==> src/rtl/eprisc_bus_pkg.sv <==
// Shared types and default memory map for the epRISC front-side bus fabric.
package eprisc_bus_pkg;

  typedef enum logic [1:0] {
    IDLE   = 2'b00,
    ACCESS = 2'b01,
    DONE   = 2'b10
  } bus_state_t;

  localparam logic [31:0] ROM_BASE    = 32'h0000_0000;
  localparam logic [31:0] ROM_SIZE    = 32'h0000_0100;
  localparam logic [31:0] RAM_BASE    = 32'h0000_0100;
  localparam logic [31:0] RAM_SIZE    = 32'h0000_0100;
  localparam logic [31:0] BUSCTL_BASE = 32'h0000_0200;
  localparam logic [31:0] BUSCTL_SIZE = 32'h0000_0010;

  localparam logic [95:0] DEFAULT_REGION_BASE = {BUSCTL_BASE, RAM_BASE, ROM_BASE};
  localparam logic [95:0] DEFAULT_REGION_SIZE = {BUSCTL_SIZE, RAM_SIZE, ROM_SIZE};

  localparam logic [31:0] ERR_DATA_DEFAULT = 32'hFFFF_FFFF;

  function automatic int idx_width(input int n);
    return (n > 1) ? $clog2(n) : 1;
  endfunction

endpackage

==> src/rtl/eprisc_bus_fabric_if.sv <==
// Core-side and slave-side bus signals of the fabric; slave modport is the fabric's view.
interface eprisc_bus_fabric_if #(
  parameter int ADDR_W     = 32,
  parameter int DATA_W     = 32,
  parameter int NUM_SLAVES = 3
);
  logic                         iRequest;
  logic [ADDR_W-1:0]            iAddress;
  logic                         iWrite;
  logic [DATA_W-1:0]            iWriteData;
  logic                         oReady;
  logic                         oError;
  logic [DATA_W-1:0]            oReadData;
  logic [NUM_SLAVES-1:0]        oSlaveSelect;
  logic [ADDR_W-1:0]            oSlaveAddress;
  logic                         oSlaveWrite;
  logic [DATA_W-1:0]            oSlaveWriteData;
  logic [NUM_SLAVES-1:0]        iSlaveReady;
  logic [NUM_SLAVES*DATA_W-1:0] iSlaveReadData;
  logic                         oBusy;

  modport slave (
    input  iRequest, iAddress, iWrite, iWriteData, iSlaveReady, iSlaveReadData,
    output oReady, oError, oReadData, oSlaveSelect, oSlaveAddress, oSlaveWrite,
           oSlaveWriteData, oBusy
  );

  modport master (
    output iRequest, iAddress, iWrite, iWriteData, iSlaveReady, iSlaveReadData,
    input  oReady, oError, oReadData, oSlaveSelect, oSlaveAddress, oSlaveWrite,
           oSlaveWriteData, oBusy
  );
endinterface

==> src/rtl/eprisc_region_decoder.sv <==
// Combinational half-open region decoder; lowest-indexed matching region wins.
module eprisc_region_decoder
  import eprisc_bus_pkg::*;
#(
  parameter int                           NUM_SLAVES  = 3,
  parameter int                           ADDR_W      = 32,
  parameter logic [NUM_SLAVES*ADDR_W-1:0] REGION_BASE = DEFAULT_REGION_BASE,
  parameter logic [NUM_SLAVES*ADDR_W-1:0] REGION_SIZE = DEFAULT_REGION_SIZE,
  localparam int                          IDX_W       = idx_width(NUM_SLAVES)
) (
  input  logic [ADDR_W-1:0]     addr_i,
  output logic                  hit_o,
  output logic [NUM_SLAVES-1:0] sel_o,
  output logic [IDX_W-1:0]      idx_o,
  output logic [ADDR_W-1:0]     offset_o
);

  logic [ADDR_W-1:0] base;
  logic [ADDR_W-1:0] size;
  logic [ADDR_W:0]   limit;

  always_comb begin
    hit_o    = 1'b0;
    sel_o    = '0;
    idx_o    = '0;
    offset_o = '0;
    base     = '0;
    size     = '0;
    limit    = '0;
    for (int unsigned i = 0; i < NUM_SLAVES; i++) begin
      base  = REGION_BASE[i*ADDR_W +: ADDR_W];
      size  = REGION_SIZE[i*ADDR_W +: ADDR_W];
      // One extra bit keeps base+size from wrapping at the top of the space
      limit = {1'b0, base} + {1'b0, size};
      if (!hit_o && (size != '0) && (addr_i >= base) && ({1'b0, addr_i} < limit)) begin
        hit_o    = 1'b1;
        sel_o[i] = 1'b1;
        idx_o    = IDX_W'(i);
        offset_o = addr_i - base;
      end
    end
  end

endmodule

==> src/rtl/eprisc_bus_fabric.sv <==
// Registered N-channel bus fabric: decode, wait-state sequencing, unmapped/timeout errors.
module eprisc_bus_fabric
  import eprisc_bus_pkg::*;
#(
  parameter int                           ADDR_W      = 32,
  parameter int                           DATA_W      = 32,
  parameter int                           NUM_SLAVES  = 3,
  parameter logic [NUM_SLAVES*ADDR_W-1:0] REGION_BASE = DEFAULT_REGION_BASE,
  parameter logic [NUM_SLAVES*ADDR_W-1:0] REGION_SIZE = DEFAULT_REGION_SIZE,
  parameter int                           TIMEOUT     = 255,
  parameter logic [DATA_W-1:0]            ERR_DATA    = DATA_W'(ERR_DATA_DEFAULT)
) (
  input logic                iClock,
  input logic                iReset,
  eprisc_bus_fabric_if.slave bus
);

  localparam int IDX_W = idx_width(NUM_SLAVES);
  localparam int CNT_W = $clog2(TIMEOUT + 1);

  bus_state_t            state_q, state_d;
  logic [NUM_SLAVES-1:0] sel_q, sel_d;
  logic [IDX_W-1:0]      idx_q, idx_d;
  logic [ADDR_W-1:0]     addr_q, addr_d;
  logic                  write_q, write_d;
  logic [DATA_W-1:0]     wdata_q, wdata_d;
  logic [CNT_W-1:0]      cnt_q, cnt_d;
  logic                  ready_q, ready_d;
  logic                  error_q, error_d;
  logic [DATA_W-1:0]     rdata_q, rdata_d;
  logic                  busy_q, busy_d;

  logic                  dec_hit;
  logic [NUM_SLAVES-1:0] dec_sel;
  logic [IDX_W-1:0]      dec_idx;
  logic [ADDR_W-1:0]     dec_offset;
  logic                  slave_ready;
  logic                  timed_out;
  logic [DATA_W-1:0]     slave_rdata;

  eprisc_region_decoder #(
    .NUM_SLAVES  (NUM_SLAVES),
    .ADDR_W      (ADDR_W),
    .REGION_BASE (REGION_BASE),
    .REGION_SIZE (REGION_SIZE)
  ) u_decoder (
    .addr_i   (bus.iAddress),
    .hit_o    (dec_hit),
    .sel_o    (dec_sel),
    .idx_o    (dec_idx),
    .offset_o (dec_offset)
  );

  assign slave_ready = |(bus.iSlaveReady & sel_q);
  assign timed_out   = (cnt_q == CNT_W'(TIMEOUT));

  always_comb begin
    slave_rdata = '0;
    for (int unsigned i = 0; i < NUM_SLAVES; i++) begin
      if (idx_q == IDX_W'(i)) slave_rdata = bus.iSlaveReadData[i*DATA_W +: DATA_W];
    end
  end

  always_ff @(posedge iClock or posedge iReset) begin
    if (iReset) begin
      state_q <= IDLE;
      sel_q   <= '0;
      idx_q   <= '0;
      addr_q  <= '0;
      write_q <= 1'b0;
      wdata_q <= '0;
      cnt_q   <= '0;
      ready_q <= 1'b0;
      error_q <= 1'b0;
      rdata_q <= '0;
      busy_q  <= 1'b0;
    end else begin
      state_q <= state_d;
      sel_q   <= sel_d;
      idx_q   <= idx_d;
      addr_q  <= addr_d;
      write_q <= write_d;
      wdata_q <= wdata_d;
      cnt_q   <= cnt_d;
      ready_q <= ready_d;
      error_q <= error_d;
      rdata_q <= rdata_d;
      busy_q  <= busy_d;
    end
  end

  always_comb begin
    state_d = state_q;
    case (state_q)
      IDLE:    if (bus.iRequest) state_d = dec_hit ? ACCESS : DONE;
      ACCESS:  if (slave_ready || timed_out) state_d = DONE;
      DONE:    state_d = IDLE;
      default: state_d = IDLE;
    endcase
  end

  // Completion flags are registered on the DONE transition so oReady/oError/oReadData
  // appear together during the single DONE cycle.
  always_comb begin
    sel_d   = sel_q;
    idx_d   = idx_q;
    addr_d  = addr_q;
    write_d = write_q;
    wdata_d = wdata_q;
    cnt_d   = cnt_q;
    ready_d = 1'b0;
    error_d = 1'b0;
    rdata_d = '0;
    busy_d  = (state_d != IDLE);
    case (state_q)
      IDLE: begin
        if (bus.iRequest) begin
          cnt_d = '0;
          if (dec_hit) begin
            sel_d   = dec_sel;
            idx_d   = dec_idx;
            addr_d  = dec_offset;
            write_d = bus.iWrite;
            wdata_d = bus.iWriteData;
          end else begin
            ready_d = 1'b1;
            error_d = 1'b1;
            rdata_d = ERR_DATA;
          end
        end
      end
      ACCESS: begin
        if (slave_ready) begin
          sel_d   = '0;
          write_d = 1'b0;
          ready_d = 1'b1;
          rdata_d = write_q ? '0 : slave_rdata;
        end else if (timed_out) begin
          sel_d   = '0;
          write_d = 1'b0;
          ready_d = 1'b1;
          error_d = 1'b1;
          rdata_d = ERR_DATA;
        end else begin
          cnt_d = cnt_q + CNT_W'(1);
        end
      end
      default: ;
    endcase
  end

  assign bus.oReady          = ready_q;
  assign bus.oError          = error_q;
  assign bus.oReadData       = rdata_q;
  assign bus.oSlaveSelect    = sel_q;
  assign bus.oSlaveAddress   = addr_q;
  assign bus.oSlaveWrite     = write_q;
  assign bus.oSlaveWriteData = wdata_q;
  assign bus.oBusy           = busy_q;

endmodule

==> src/flat_wrapper.sv <==
// flat-port wrapper written by rule: the top's interface ports become plain ports
module eprisc_bus_fabric_flat import eprisc_bus_pkg::*;
#(
  parameter int                           ADDR_W      = 32,
  parameter int                           DATA_W      = 32,
  parameter int                           NUM_SLAVES  = 3,
  parameter logic [NUM_SLAVES*ADDR_W-1:0] REGION_BASE = DEFAULT_REGION_BASE,
  parameter logic [NUM_SLAVES*ADDR_W-1:0] REGION_SIZE = DEFAULT_REGION_SIZE,
  parameter int                           TIMEOUT     = 255,
  parameter logic [DATA_W-1:0]            ERR_DATA    = DATA_W'(ERR_DATA_DEFAULT)
)
  (iClock, iReset, bus_iRequest, bus_iAddress, bus_iWrite, bus_iWriteData, bus_iSlaveReady, bus_iSlaveReadData, bus_oReady, bus_oError, bus_oReadData, bus_oSlaveSelect, bus_oSlaveAddress, bus_oSlaveWrite, bus_oSlaveWriteData, bus_oBusy);
  eprisc_bus_fabric_if #(.ADDR_W(ADDR_W), .DATA_W(DATA_W), .NUM_SLAVES(NUM_SLAVES)) bus_i ();
  input logic iClock;
  input logic iReset;
  input wire logic [$bits(bus_i.iRequest)-1:0] bus_iRequest;
  input wire logic [$bits(bus_i.iAddress)-1:0] bus_iAddress;
  input wire logic [$bits(bus_i.iWrite)-1:0] bus_iWrite;
  input wire logic [$bits(bus_i.iWriteData)-1:0] bus_iWriteData;
  input wire logic [$bits(bus_i.iSlaveReady)-1:0] bus_iSlaveReady;
  input wire logic [$bits(bus_i.iSlaveReadData)-1:0] bus_iSlaveReadData;
  output wire logic [$bits(bus_i.oReady)-1:0] bus_oReady;
  output wire logic [$bits(bus_i.oError)-1:0] bus_oError;
  output wire logic [$bits(bus_i.oReadData)-1:0] bus_oReadData;
  output wire logic [$bits(bus_i.oSlaveSelect)-1:0] bus_oSlaveSelect;
  output wire logic [$bits(bus_i.oSlaveAddress)-1:0] bus_oSlaveAddress;
  output wire logic [$bits(bus_i.oSlaveWrite)-1:0] bus_oSlaveWrite;
  output wire logic [$bits(bus_i.oSlaveWriteData)-1:0] bus_oSlaveWriteData;
  output wire logic [$bits(bus_i.oBusy)-1:0] bus_oBusy;
  assign bus_i.iRequest = bus_iRequest;
  assign bus_i.iAddress = bus_iAddress;
  assign bus_i.iWrite = bus_iWrite;
  assign bus_i.iWriteData = bus_iWriteData;
  assign bus_i.iSlaveReady = bus_iSlaveReady;
  assign bus_i.iSlaveReadData = bus_iSlaveReadData;
  assign bus_oReady = bus_i.oReady;
  assign bus_oError = bus_i.oError;
  assign bus_oReadData = bus_i.oReadData;
  assign bus_oSlaveSelect = bus_i.oSlaveSelect;
  assign bus_oSlaveAddress = bus_i.oSlaveAddress;
  assign bus_oSlaveWrite = bus_i.oSlaveWrite;
  assign bus_oSlaveWriteData = bus_i.oSlaveWriteData;
  assign bus_oBusy = bus_i.oBusy;
  eprisc_bus_fabric #(.ADDR_W(ADDR_W), .DATA_W(DATA_W), .NUM_SLAVES(NUM_SLAVES), .REGION_BASE(REGION_BASE), .REGION_SIZE(REGION_SIZE), .TIMEOUT(TIMEOUT), .ERR_DATA(ERR_DATA)) u_core (.iClock(iClock), .iReset(iReset), .bus(bus_i));
endmodule
==> config.mk <==
export PLATFORM = sky130hd
export DESIGN_NAME = eprisc_bus_fabric_flat
export DESIGN_NICKNAME = d
export VERILOG_FILES = /design/src/rtl/eprisc_bus_pkg.sv /design/src/rtl/eprisc_bus_fabric_if.sv /design/src/rtl/eprisc_region_decoder.sv /design/src/rtl/eprisc_bus_fabric.sv /design/src/flat_wrapper.sv
export SDC_FILE = /design/constraint.sdc
export NUM_CORES = 1
export LEC_CHECK = 0
export CAP_MARGIN = 20
export CORE_MARGIN = 5
export CORE_UTILIZATION = 42
export CTS_BUF_LIST = sky130_fd_sc_hd__clkbuf_4 sky130_fd_sc_hd__clkbuf_8 sky130_fd_sc_hd__clkbuf_16
export DETAILED_ROUTE_END_ITERATION = 10
export PLACE_DENSITY = 0.82
export SLEW_MARGIN = 10
export SYNTH_ARGS = -nofsm -noshare
export SYNTH_HDL_FRONTEND = slang
export SYNTH_HIERARCHICAL = 1
export SYNTH_SLANG_ARGS = --single-unit
==> constraint.sdc <==
create_clock -name iClock -period 4.6 [get_ports iClock]
set_input_delay 0.92 -clock iClock [delete_from_list [all_inputs] [get_ports iClock]]
set_output_delay 0.92 -clock iClock [all_outputs]
set_load 0.03 [all_outputs]
==> qor.log, run 1 <==
[timing] Min Clock Period, post-route 3159 ps
[placed_design] cell area after placement 8621 µm²
[route] WL per Instance 17.88 µm
[yosys] Avg Inst Size Synth 11.48 µm²
[cts] number of buffers between clock root and the deepest sink 2
[cts] clock root buffer clkbuf_16
[global_route] number of antenna violations at the first check in global routing 0
[yosys] number of synthesized flops with an enable pin 0
[cts] worst skew pair latency 410 ps
[timing] unrepaired setup endpoints after global routing false
[die] placeable core area 13720 µm²
[cts] Resized Gates After CTS 0
[worst_setup_path] worst-path fanout max 34
[pwr] leakage 4.032 nW
[final_layout] cell area after layout 9216 µm²
[route] initial detailed-routing violation count 209
[cts] number of H-tree levels 4
[route] first-pass iteration count of the detailed router 4
[yosys] main flop type after synthesis dfrtp_1
[global_route] met1 Resource Use GR 0.2310
[yosys] synthesized-area fraction occupied by adder cells 0.01293
[yosys] mux contribution to synthesized area 0.1831
[route] routed via count 4810
[yosys] dominant combinational cell family by area after synthesis multiplexers
[cts] number of buffers created by CTS 17
[timing] share of the clock period used by the worst path 0.6867
[timing] slew at the pin closest to its max-slew limit 956.4 ps
[final_layout] layout overhead on the synthesized area 58.68%
[die] chip width 127.6 µm
[worst_setup_path] Data required, critical path 4860 ps
[worst_setup_path] data arrival time of the critical path 3420 ps
[yosys] sequential cell area fraction in the yosys report 0.4955
[timing] Setup Skew 5.414 ps
[global_route] most utilized layer in the global route result met2
[timing] final setup violation count 0
[final_layout] share of post-route cells with drive strength above 1 0.2141
[worst_setup_path] origin of the worst setup path bus_iAddress[5]
[worst_setup_path] crit path launch type input pin
[cts] CTS Hold Bufs 0
[yosys] async set-reset flop share out of synthesis 1.000
[route] via count normalized by instance count 5.010
[timing] number of pins with negative max-slew slack in the final report 0
[worst_setup_path] worst reg-to-reg setup slack 2220 ps
[placed_design] final estimated routing congestion in global placement 0.8659
[global_route] remaining global-route overflow 0
[die] floorplan die area 16280 µm²
[outcome] result of the run finished clean
[yosys] synthesized netlist cell count 506
[yosys] compound-cell area share of the yosys netlist 0.1122
[global_route] combined global-route utilization of all metal layers 0.2093
[pwr] Peak supply drop 0.0002339 V
[timing] final count of hold timing violations 0
[die] Die Ht 127.6 µm
[die] number of cell rows 43
[pwr] Design Power 2.691 mW
[yosys] XOR/XNOR Fraction of Synth Area 0
[placed_design] sum of net half-perimeters after detailed placement 12880 µm
[worst_setup_path] most frequent CP cell buf_4
[worst_setup_path] crit path kind in2reg
[final_layout] ANT cells 0
[final_layout] Layout Nets 940
[worst_setup_path] terminus of the critical flop-to-flop path u_core/cnt_q[6]$_DFFE_PP0P_
[yosys] number of warning messages in the yosys log 6
[die] I/O pin count 270
[worst_setup_path] cell-by-cell trace of the critical path clkdlybuf4s50_1 -> o41ai_1 -> a211oi_1 -> nor4_4 -> buf_4 -> nor2_1 -> a21oi_2 -> buf_4 -> a21oi_1
[global_route] via count of the first global-routing pass 5216
[global_route] maximum number of pins on one net before global-route repair 54
[global_route] met2 layer usage reported by global route 0.3753
[cts] TritonCTS clock tree built
[die] initial core utilization 0.4233
[hold_path] classification of the worst-slack hold path reg2reg
[timing] setup tns final 0 ps
[timing] worst max-slew margin expressed relative to the limit 0.3624
[cts] Setup Buffers After CTS 0
[yosys] summed instance area of the synthesized netlist 5808 µm²
[yosys] number of flip-flops and latches in the synthesized netlist 115
[yosys] fraction of the mapped netlist area in simple logic gates 0.1437
[pwr] PD cells 292.0 nW/µm²
[yosys] Distinct cells, synth 45
[worst_setup_path] category of the worst setup path capture point flip-flop
[worst_setup_path] largest stage delay on the critical path 680 ps
[cts] clk slew on worst S/H paths 50 ps
[cts] Clock Sink Count 115
[route] DRC viols 0
[worst_setup_path] worst reg-to-reg path cell count 4
[placed_design] Port Buf Inserts 269
[global_route] met3 track utilization from global routing 0.07818
[timing] fmax 316.6 MHz
[flow_run] number of max-cap violations 0
[route] final antenna-violating net count 0
[worst_setup_path] destination of the critical timing path u_core/bus.oReadData[20]$_DFF_PP0_
[route] Routed WL 17170 µm
[worst_setup_path] Reg2Reg Launch Point u_core/bus.oSlaveSelect[0]$_DFFE_PP0P_
[global_route] first-pass GRT wire length 26880 µm
[worst_setup_path] cell with the biggest individual delay on the critical path o41ai_1
==> cell families (layout without fill, tap and decap cells) <==
logic type	count (synthesis)	after routing
and+or+nand+nor	131	131
muxes	98	98
other	1	10
buffers and inverters	57	322
adders and majority gates	6	6
DFF	115	115
AOI/OAI and AO/OA	98	98
==> cell usage after synthesis, types with 10 or more instances <==
master,n,area share
mux2i_1,32,0.055
dfrtp_1,115,0.50
nand2_1,37,0.024
or2_2,33,0.036
clkbuf_1,15,0.0097
a21oi_1,39,0.034
a21o_1,32,0.041
mux2_2,66,0.13
nor2_1,11,0.0071
buf_2,16,0.014
inv_1,10,0.0065
buf_4,12,0.016
and2_1,11,0.012
==> metrics by stage <==
step                setup WS [ps]  instances  utilization  hold slack, ps
floorplan                   635.9        515            -           480.4
global placement             1215        927       0.6273           488.9
detailed placement           1124        928       0.6284           495.2
CTS                          1481        960       0.6718           507.0
global route                 1261        960       0.6718           523.0
finish                       1441        960       0.6718           504.6
==> critical path, delay by kind of cell <==
kind,cells,cell delay (ps)
AOI/OAI and AO/OA,4,1170
and+or+nand+nor,2,300
buffers and inverters,3,1020
==> sequential cells by signal, indices dropped and copies added, names as in the netlist <==
register / cells
u_core/bus.oReadData: 32
u_core/bus.oSlaveAddress: 32
u_core/bus.oSlaveWriteData: 32
u_core/cnt_q: 8
u_core/bus.oSlaveSelect: 3
u_core/idx_q: 2
u_core/state_q: 2
u_core/bus.oBusy: 1
u_core/bus.oError: 1
u_core/bus.oReady: 1
u_core/bus.oSlaveWrite: 1
==> area by class of cell <==
cell class                      instances  area [µm²]
Sequential cell                       115        2879
Inverter                               10       40.04
Clock inverter                         14       162.7
Fill cell                            1035        4503
Multi-Input combinational cell        343        2669
Clock buffer                           18       432.9
Timing Repair Buffer                  280        2808
Tap cell                              180       225.2
==> how the worst min path moves through the flow <==
stage	startpoint	to	cells past startpoint
detailed placement	u_core/bus.oSlaveAddress[12]$_DFFE_PP0P_	u_core/bus.oSlaveAddress[12]$_DFFE_PP0P_	1
global placement	u_core/bus.oSlaveWriteData[8]$_DFFE_PP0P_	u_core/bus.oSlaveWriteData[8]$_DFFE_PP0P_	1
global route	u_core/bus.oSlaveWriteData[19]$_DFFE_PP0P_	u_core/bus.oSlaveWriteData[19]$_DFFE_PP0P_	1
finish	u_core/bus.oSlaveWriteData[29]$_DFFE_PP0P_	u_core/bus.oSlaveWriteData[29]$_DFFE_PP0P_	1
floorplan	u_core/cnt_q[0]$_DFFE_PP0P_	u_core/cnt_q[0]$_DFFE_PP0P_	1
CTS	u_core/bus.oSlaveWriteData[29]$_DFFE_PP0P_	u_core/bus.oSlaveWriteData[29]$_DFFE_PP0P_	1
==> placed cells by master (no fill, tap or decap), types with 3 or more instances in the layout <==
cell type        count
a21oi_1             39
nand2_1             37
inv_1                9
clkbuf_16           17
or2_2               33
conb_1              10
a21o_1              32
mux2_2              66
mux2i_1             32
clkinvlp_4           4
nor4b_2              7
and2_1              10
or3_1                6
nor2_1              10
clkinv_2             5
nand3_1              5
bufinv_16            3
clkdlybuf4s50_1    269
ha_1                 6
o21ai_0              7
a22o_1               4
buf_4                8
o31ai_1              3
dfrtp_1            114
==> report_power, final <==
| part | leakage [nW] | total (mW) | switching, mW | internal, mW |
|---|---|---|---|---|
| clock | 0.285 | 1.32 | 0.464 | 0.852 |
| sequential | 1.55 | 1.04 | 0.00773 | 1.03 |
| combinational | 2.19 | 0.333 | 0.139 | 0.195 |
==> layer usage <==
metal	part of all wire	vias to the layer above
met5	0	-
met4	0.013	0
met3	0.096	18
met2	0.51	198
met1	0.38	2314
li1	-	2280
No activity file was read; power rests on OpenSTA's default activity.
==> inputs of run 2 (changes only) <==
--- a/config.mk
+++ b/config.mk
@@ -7,10 +7,10 @@
 export LEC_CHECK = 0
 export CAP_MARGIN = 20
 export CORE_MARGIN = 5
-export CORE_UTILIZATION = 42
+export CORE_UTILIZATION = 38
 export CTS_BUF_LIST = sky130_fd_sc_hd__clkbuf_4 sky130_fd_sc_hd__clkbuf_8 sky130_fd_sc_hd__clkbuf_16
 export DETAILED_ROUTE_END_ITERATION = 10
-export PLACE_DENSITY = 0.82
+export PLACE_DENSITY = 0.78
 export SLEW_MARGIN = 10
 export SYNTH_ARGS = -nofsm -noshare
 export SYNTH_HDL_FRONTEND = slang
==> constraint.sdc (replaced) <==
create_clock -name iClock -period 2.9 [get_ports iClock]
set_input_delay 0.58 -clock iClock [delete_from_list [all_inputs] [get_ports iClock]]
set_output_delay 0.58 -clock iClock [all_outputs]
set_load 0.03 [all_outputs]
==> run 2 against run 1 <==
  * Critical path depth fell by 2
  * Global-route usage fell by 1.8 points
  * Routed wire length fell by 0.31%
  * First-iteration DRC count fell by 39%
  * Die area rose by 9.7%
  * Clock skew rose by 1.8 ps
  * Utilization fell by 4.4 points
  * Largest cell class is now non-clock buffers
  * Critical endpoint is now u_core/bus.oSlaveWriteData[17]$_DFFE_PP0P_
  * Final area rose by 2.7%
  * Clock-buffer cell count rose by 2
  * Flip-flop and latch count did not move
  * Worst setup slack got worse by 1200 ps
==> qor.log, run 2 (synthesized netlist as in run 1, its figures left out) <==
[outcome] result of the run finished clean
[pwr] PD cells 479.0 nW/µm² [+64%]
[timing] slew at the pin closest to its max-slew limit 1013 ps [+57.09 ps]
[route] initial detailed-routing violation count 128 [-39%]
[cts] number of H-tree levels 4 [unchanged]
[final_layout] share of post-route cells with drive strength above 1 0.2318 [+0.01773]
[global_route] via count of the first global-routing pass 5327 [+2.1%]
[pwr] share of total power in combinational logic 0.122 [-0.002]
[cts] clk slew on worst S/H paths 60 ps [about the same]
[pwr] internal power summed over all cells 3.561 mW [+71%]
[cts] worst skew pair latency 410 ps [about the same]
[final_layout] Layout Nets 958 [+1.9%]
[pwr] clock share of power 0.515 [+0.026]
[route] first-pass iteration count of the detailed router 4 [unchanged]
[cts] clock root buffer clkbuf_16
[cts] Resized Gates After CTS 0 [unchanged]
[pwr] net switching fraction of the power 0.2148 [-0.01191]
[pwr] part of the power in registers 0.364 [-0.023]
[final_layout] layout overhead on the synthesized area 63.01%
[hold_path] classification of the worst-slack hold path reg2reg
[final_layout] area of combinational cells with multiple inputs 2669 µm² [unchanged]
[worst_setup_path] Data required, critical path 3190 ps [-1670 ps]
[final_layout] post-route core utilization 0.6274 [-0.04433]
[worst_setup_path] category of the worst setup path capture point flip-flop
[placed_design] final estimated routing congestion in global placement 0.8710 [+0.59%]
[global_route] first-pass GRT wire length 27230 µm [+1.3%]
[die] number of cell rows 45 [+4.7%]
[timing] Min Clock Period, post-route 2665 ps
[route] met2 wire len 8320 µm [-5.4%]
[timing] worst max-slew margin expressed relative to the limit 0.3244 [-0.03806]
[timing] share of the clock period used by the worst path 0.9189
[final_layout] commonest non-fill, non-tap cell in the layout clkdlybuf4s50_1
[route] final antenna-violating net count 0 [unchanged]
[worst_setup_path] worst-path fanout max 47 [+38%]
[final_layout] number of fill cells 1163 [+12%]
[global_route] combined global-route utilization of all metal layers 0.1910 [-0.01835]
[placed_design] Port Buf Inserts 269 [unchanged]
[route] met3 WL post-DR 1565 µm [-4.6%]
[route] DRC viols 0 [unchanged]
[pwr] Design Power 4.535 mW [+69%]
[route] met1 layer wirelength in the final routing 6788 µm [+4.2%]
[timing] number of pins with negative max-slew slack in the final report 0 [unchanged]
[pwr] Peak supply drop 0.0003491 V [+49%]
[route] Routed WL 17120 µm [-0.31%]
[global_route] maximum number of pins on one net before global-route repair 48 [-11%]
[route] via count normalized by instance count 4.969 [-0.83%]
[die] initial core utilization 0.3849 [-0.03844]
[route] routed via count 4904 [+2.0%]
[timing] fmax 375.3 MHz
[worst_setup_path] worst reg-to-reg setup slack 930 ps [-1290 ps]
[pwr] Sw Pwr 0.9743 mW [+60%]
[final_layout] most frequent cells in the layout clkdlybuf4s50_1, dfrtp_1, mux2_2
[die] Die Ht 133.6 µm [+4.7%]
[timing] final setup violation count 0 [unchanged]
[cts] number of buffers created by CTS 17 [unchanged]
[worst_setup_path] crit path launch type input pin
[timing] Setup Skew 7.165 ps [+1.752 ps]
[cts] Clock Sink Count 115 [unchanged]
[global_route] number of antenna violations at the first check in global routing 1 [+1]
[flow_run] number of max-cap violations 0 [unchanged]
[final_layout] combined flip-flop and latch cell area 2879 µm² [unchanged]
[die] floorplan die area 17860 µm² [+9.7%]
[global_route] remaining global-route overflow 0 [unchanged]
[pwr] leakage 4.162 nW [+3.2%]
[timing] final count of hold timing violations 0 [unchanged]
[route] WL per Instance 17.34 µm [-3.0%]
[placed_design] sum of net half-perimeters after detailed placement 12680 µm [-1.5%]
[die] I/O pin count 270 [unchanged]
[route] highest routing layer actually used met4
[cts] CTS Hold Bufs 0 [unchanged]
[cts] Setup Buffers After CTS 0 [unchanged]
[timing] unrepaired setup endpoints after global routing false
[cts] number of buffers between clock root and the deepest sink 2 [unchanged]
[worst_setup_path] data arrival time of the critical path 2960 ps [-460 ps]
[worst_setup_path] crit path kind in2reg
[cts] TritonCTS clock tree built
[die] chip width 133.6 µm [+4.7%]
[die] placeable core area 15090 µm² [+10%]
==> run 2: per-layer routing <==
metal	vias up	GRT usage
li1	2313	-
met1	2345	0.2142
met2	217	0.3242
met3	29	0.07628
met4	0	0.07886
met5	-	0
==> run 2: power by group through the flow <==
stage / registers, mW / clock network, mW / logic [mW]
finish: 1.65 / 2.33 / 0.552
floorplan: 1.75 / 0 / 0.135
global placement: 1.68 / 0 / 0.544
global route: 1.65 / 2.46 / 0.589
detailed placement: 1.68 / 0 / 0.552
CTS: 1.65 / 2.38 / 0.558
==> run 2: worst paths after layout <==
kind | from | endpoint | cells past startpoint
setup / recovery | bus_iAddress[11] | u_core/bus.oSlaveWriteData[17]$_DFFE_PP0P_ | 7
hold / removal | u_core/bus.oSlaveAddress[5]$_DFFE_PP0P_ | u_core/bus.oSlaveAddress[5]$_DFFE_PP0P_ | 1
setup reg to reg | u_core/idx_q[0]$_DFFE_PP0P_ | u_core/bus.oReadData[29]$_DFF_PP0_ | 4
hold reg to reg | u_core/bus.oSlaveAddress[5]$_DFFE_PP0P_ | u_core/bus.oSlaveAddress[5]$_DFFE_PP0P_ | 1
max in group asynchronous | iReset | u_core/idx_q[0]$_DFFE_PP0P_ | 3
min in group asynchronous | iReset | u_core/bus.oSlaveWriteData[26]$_DFFE_PP0P_ | 2
==> run 2: through the flow <==
step                hold WS [ps]  cell area, µm²  std cells  setup WS [ps]  TNS [ps]
floorplan                  480.4            5846        515          125.9         0
global placement           489.7            8797        954         -110.2     -7392
detailed placement         495.5            8797        954         -161.9    -12310
CTS                        507.5            9465        986          253.4         0
global route               512.8            9468        987          156.9         0
finish                     504.4            9468        987          235.2         0
==> run 2: final cells by class <==
type,count,area share
timing repair buffer,298,0.3140
sequential,115,0.3041
multi-input combinational,343,0.2819
clock buffer,20,0.04929
tap,188,0.02484
clock inverter,12,0.02128
inverter,10,0.004361
antenna,1,0.0002643
==> run 2: critical path, cell delays in order <==
cell,delay [ps]
clkdlybuf4s50_1,480
or3_4,360
or3_4,370
nor4_4,270
and2_2,230
buf_12,250
mux2_2,380
==> inputs of run 3 (changes only) <==
--- a/config.mk
+++ b/config.mk
@@ -6,7 +6,7 @@
 export NUM_CORES = 1
 export LEC_CHECK = 0
 export CAP_MARGIN = 20
-export CORE_MARGIN = 5
+export CORE_MARGIN = 2
 export CORE_UTILIZATION = 38
 export CTS_BUF_LIST = sky130_fd_sc_hd__clkbuf_4 sky130_fd_sc_hd__clkbuf_8 sky130_fd_sc_hd__clkbuf_16
 export DETAILED_ROUTE_END_ITERATION = 10
==> run 3 against run 2 <==
  * Cell count up 0.10%
  * Critical path depth unchanged
  * Global-route usage up 0.61 points
  * Critical path type unchanged
  * Highest routed layer unchanged
==> qor.log, run 3 (synthesized netlist as in run 1, its figures left out) <==
[outcome] result of the run finished clean
[worst_setup_path] Data required, critical path 3180 ps [about the same]
[placed_design] final estimated routing congestion in global placement 0.8393 [-3.6%]
[final_layout] Layout Nets 959 [+0.10%]
[final_layout] combined flip-flop and latch cell area 2879 µm² [unchanged]
[timing] worst max-slew margin expressed relative to the limit 0.3295 [+0.005177]
[placed_design] cell area after placement 8817 µm² [+0.23%]
[worst_setup_path] terminus of the critical flop-to-flop path u_core/bus.oReadData[10]$_DFF_PP0_
[placed_design] sum of net half-perimeters after detailed placement 12440 µm [-1.9%]
[final_layout] area of combinational cells with multiple inputs 2669 µm² [unchanged]
[die] placeable core area 15090 µm² [unchanged]
[cts] Setup Buffers After CTS 0 [unchanged]
[worst_setup_path] Reg2Reg Launch Point u_core/idx_q[0]$_DFFE_PP0P_
[cts] number of buffers between clock root and the deepest sink 2 [unchanged]
[global_route] first-pass GRT wire length 25190 µm [-7.5%]
[hold_path] Worst Hold Launch u_core/bus.oSlaveWriteData[6]$_DFFE_PP0P_
[worst_setup_path] most frequent CP cell or3_4
[pwr] PD cells 443.0 nW/µm² [-7.5%]
[hold_path] end of the worst hold path u_core/bus.oSlaveWriteData[6]$_DFFE_PP0P_
[die] I/O pin count 270 [unchanged]
[pwr] Peak supply drop 0.0002912 V [-17%]
[timing] final setup violation count 0 [unchanged]
[cts] clock root buffer clkbuf_16
[timing] Setup Skew 11.00 ps [+3.833 ps]
[die] chip width 127.6 µm [-4.5%]
[pwr] Design Power 4.160 mW [-8.3%]
[timing] Min Clock Period, post-route 2571 ps [-93.66 ps]
[final_layout] commonest non-fill, non-tap cell in the layout clkdlybuf4s50_1
[route] first-pass iteration count of the detailed router 4 [unchanged]
[die] floorplan die area 16290 µm² [-8.8%]
[cts] clk slew on worst S/H paths 50 ps [about the same]
[global_route] remaining global-route overflow 0 [unchanged]
[worst_setup_path] Worst path top cell family by delay simple AND/OR/NAND/NOR gates
[final_layout] number of fill cells 1166 [+0.26%]
[worst_setup_path] category of the worst setup path capture point flip-flop
[route] DRC viols 0 [unchanged]
[worst_setup_path] worst reg-to-reg setup slack 930 ps [about the same]
[cts] Resized Gates After CTS 0 [unchanged]
[cts] worst skew pair latency 400 ps [about the same]
[pwr] leakage 4.116 nW [-1.1%]
[worst_setup_path] largest stage delay on the critical path 400 ps [-80 ps]
[global_route] number of antenna violations at the first check in global routing 1 [unchanged]
[cts] CTS Hold Bufs 0 [unchanged]
[worst_setup_path] crit path kind in2reg
[worst_setup_path] worst reg-to-reg path cell count 4 [unchanged]
[final_layout] most frequent cells in the layout clkdlybuf4s50_1, dfrtp_1, mux2_2
[cts] TritonCTS clock tree built
[global_route] combined global-route utilization of all metal layers 0.1971 [+0.006114]
[route] final antenna-violating net count 0 [unchanged]
[worst_setup_path] worst path buffer plus inverter count 2 [unchanged]
[placed_design] Port Buf Inserts 269 [unchanged]
[final_layout] share of post-route cells with drive strength above 1 0.2328 [+0.0009614]
[cts] number of buffers created by CTS 17 [unchanged]
[flow_run] number of max-cap violations 0 [unchanged]
[die] Die Ht 127.6 µm [-4.5%]
[worst_setup_path] crit path launch type input pin
[route] via count normalized by instance count 4.999 [+0.61%]
[worst_setup_path] cell with the biggest individual delay on the critical path clkdlybuf4s50_1
[timing] fmax 388.9 MHz [+3.6%]
[route] Routed WL 16370 µm [-4.3%]
[timing] number of pins with negative max-slew slack in the final report 0 [unchanged]
[die] number of cell rows 45 [unchanged]
[worst_setup_path] data arrival time of the critical path 2850 ps [-110 ps]
[timing] final count of hold timing violations 0 [unchanged]
[worst_setup_path] worst-path fanout max 27 [-43%]
[worst_setup_path] cell-by-cell trace of the critical path clkdlybuf4s50_1 -> or3_4 -> or3_4 -> nor4_4 -> and2_2 -> buf_12 -> mux2_2
[global_route] via count of the first global-routing pass 5221 [-2.0%]
[hold_path] classification of the worst-slack hold path reg2reg
[timing] slew at the pin closest to its max-slew limit 1006 ps [-7.765 ps]
[die] initial core utilization 0.3849 [unchanged]
[route] routed via count 4939 [+0.71%]
[hold_path] Min-Delay Path Depth 1 [unchanged]
[timing] share of the clock period used by the worst path 0.8866 [-0.03230]
[worst_setup_path] origin of the worst setup path bus_iAddress[13]
[cts] number of H-tree levels 4 [unchanged]
[global_route] maximum number of pins on one net before global-route repair 41 [-15%]
[final_layout] layout overhead on the synthesized area 61.70%
[cts] Clock Sink Count 115 [unchanged]
[route] WL per Instance 16.57 µm [-4.4%]
[timing] unrepaired setup endpoints after global routing false
[route] initial detailed-routing violation count 152 [+19%]
[final_layout] cell area after layout 9392 µm² [-0.81%]
[run 3: final cells by class]
| class | count | area share |
|---|---|---|
| Multi-Input combinational cell | 343 | 0.2842 |
| Timing Repair Buffer | 299 | 0.3187 |
| Antenna cell | 1 | 0.0002665 |
| Sequential cell | 115 | 0.3066 |
| Clock inverter | 12 | 0.01119 |
| Clock buffer | 20 | 0.04969 |
| Tap cell | 188 | 0.02505 |
| Inverter | 10 | 0.004396 |
[run 3: worst max path at each step]
stage | end | slack, ps | cells after the start
floorplan | u_core/bus.oSlaveWriteData[0]$_DFFE_PP0P_ | 130 | 8
global placement | u_core/bus.oSlaveWriteData[28]$_DFFE_PP0P_ | -60 | 7
detailed placement | u_core/bus.oSlaveWriteData[18]$_DFFE_PP0P_ | -90 | 7
CTS | u_core/bus.oSlaveWriteData[18]$_DFFE_PP0P_ | 350 | 7
global route | u_core/bus.oSlaveSelect[2]$_DFFE_PP0P_ | 160 | 12
finish | u_core/bus.oSlaveWriteData[13]$_DFFE_PP0P_ | 330 | 7
[run 3: stage by stage]
step	hold slack, ps	setup slack, ps	setup TNS (ps)	cells	util
final	503.1	328.9	0	988	0.6224
after global routing	518.1	161.4	0	988	0.6224
after CTS	507.4	345.5	0	987	0.6222
after detailed placement	495.2	-85.86	-4592	955	0.5843
after global placement	489.3	-62.21	-3333	955	0.5843
after floorplan	480.4	125.9	0	515	-
[run 3: where the power goes]
part / switching [mW] / leakage [nW] / internal, mW / total [mW]
logic: 0.221 / 2.29 / 0.325 / 0.546
registers: 0.0106 / 1.55 / 1.64 / 1.65
clock network: 0.721 / 0.271 / 1.24 / 1.96
total: 0.953 / 4.12 / 3.21 / 4.16
[run 3: layer usage]
layer | part of all wire | up-vias | global-route usage
met5 | 0 | - | 0
met3 | 0.087 | 30 | 0.06700
li1 | - | 2318 | -
met2 | 0.51 | 227 | 0.3595
met4 | 0.025 | 0 | 0.07951
met1 | 0.37 | 2364 | 0.2079
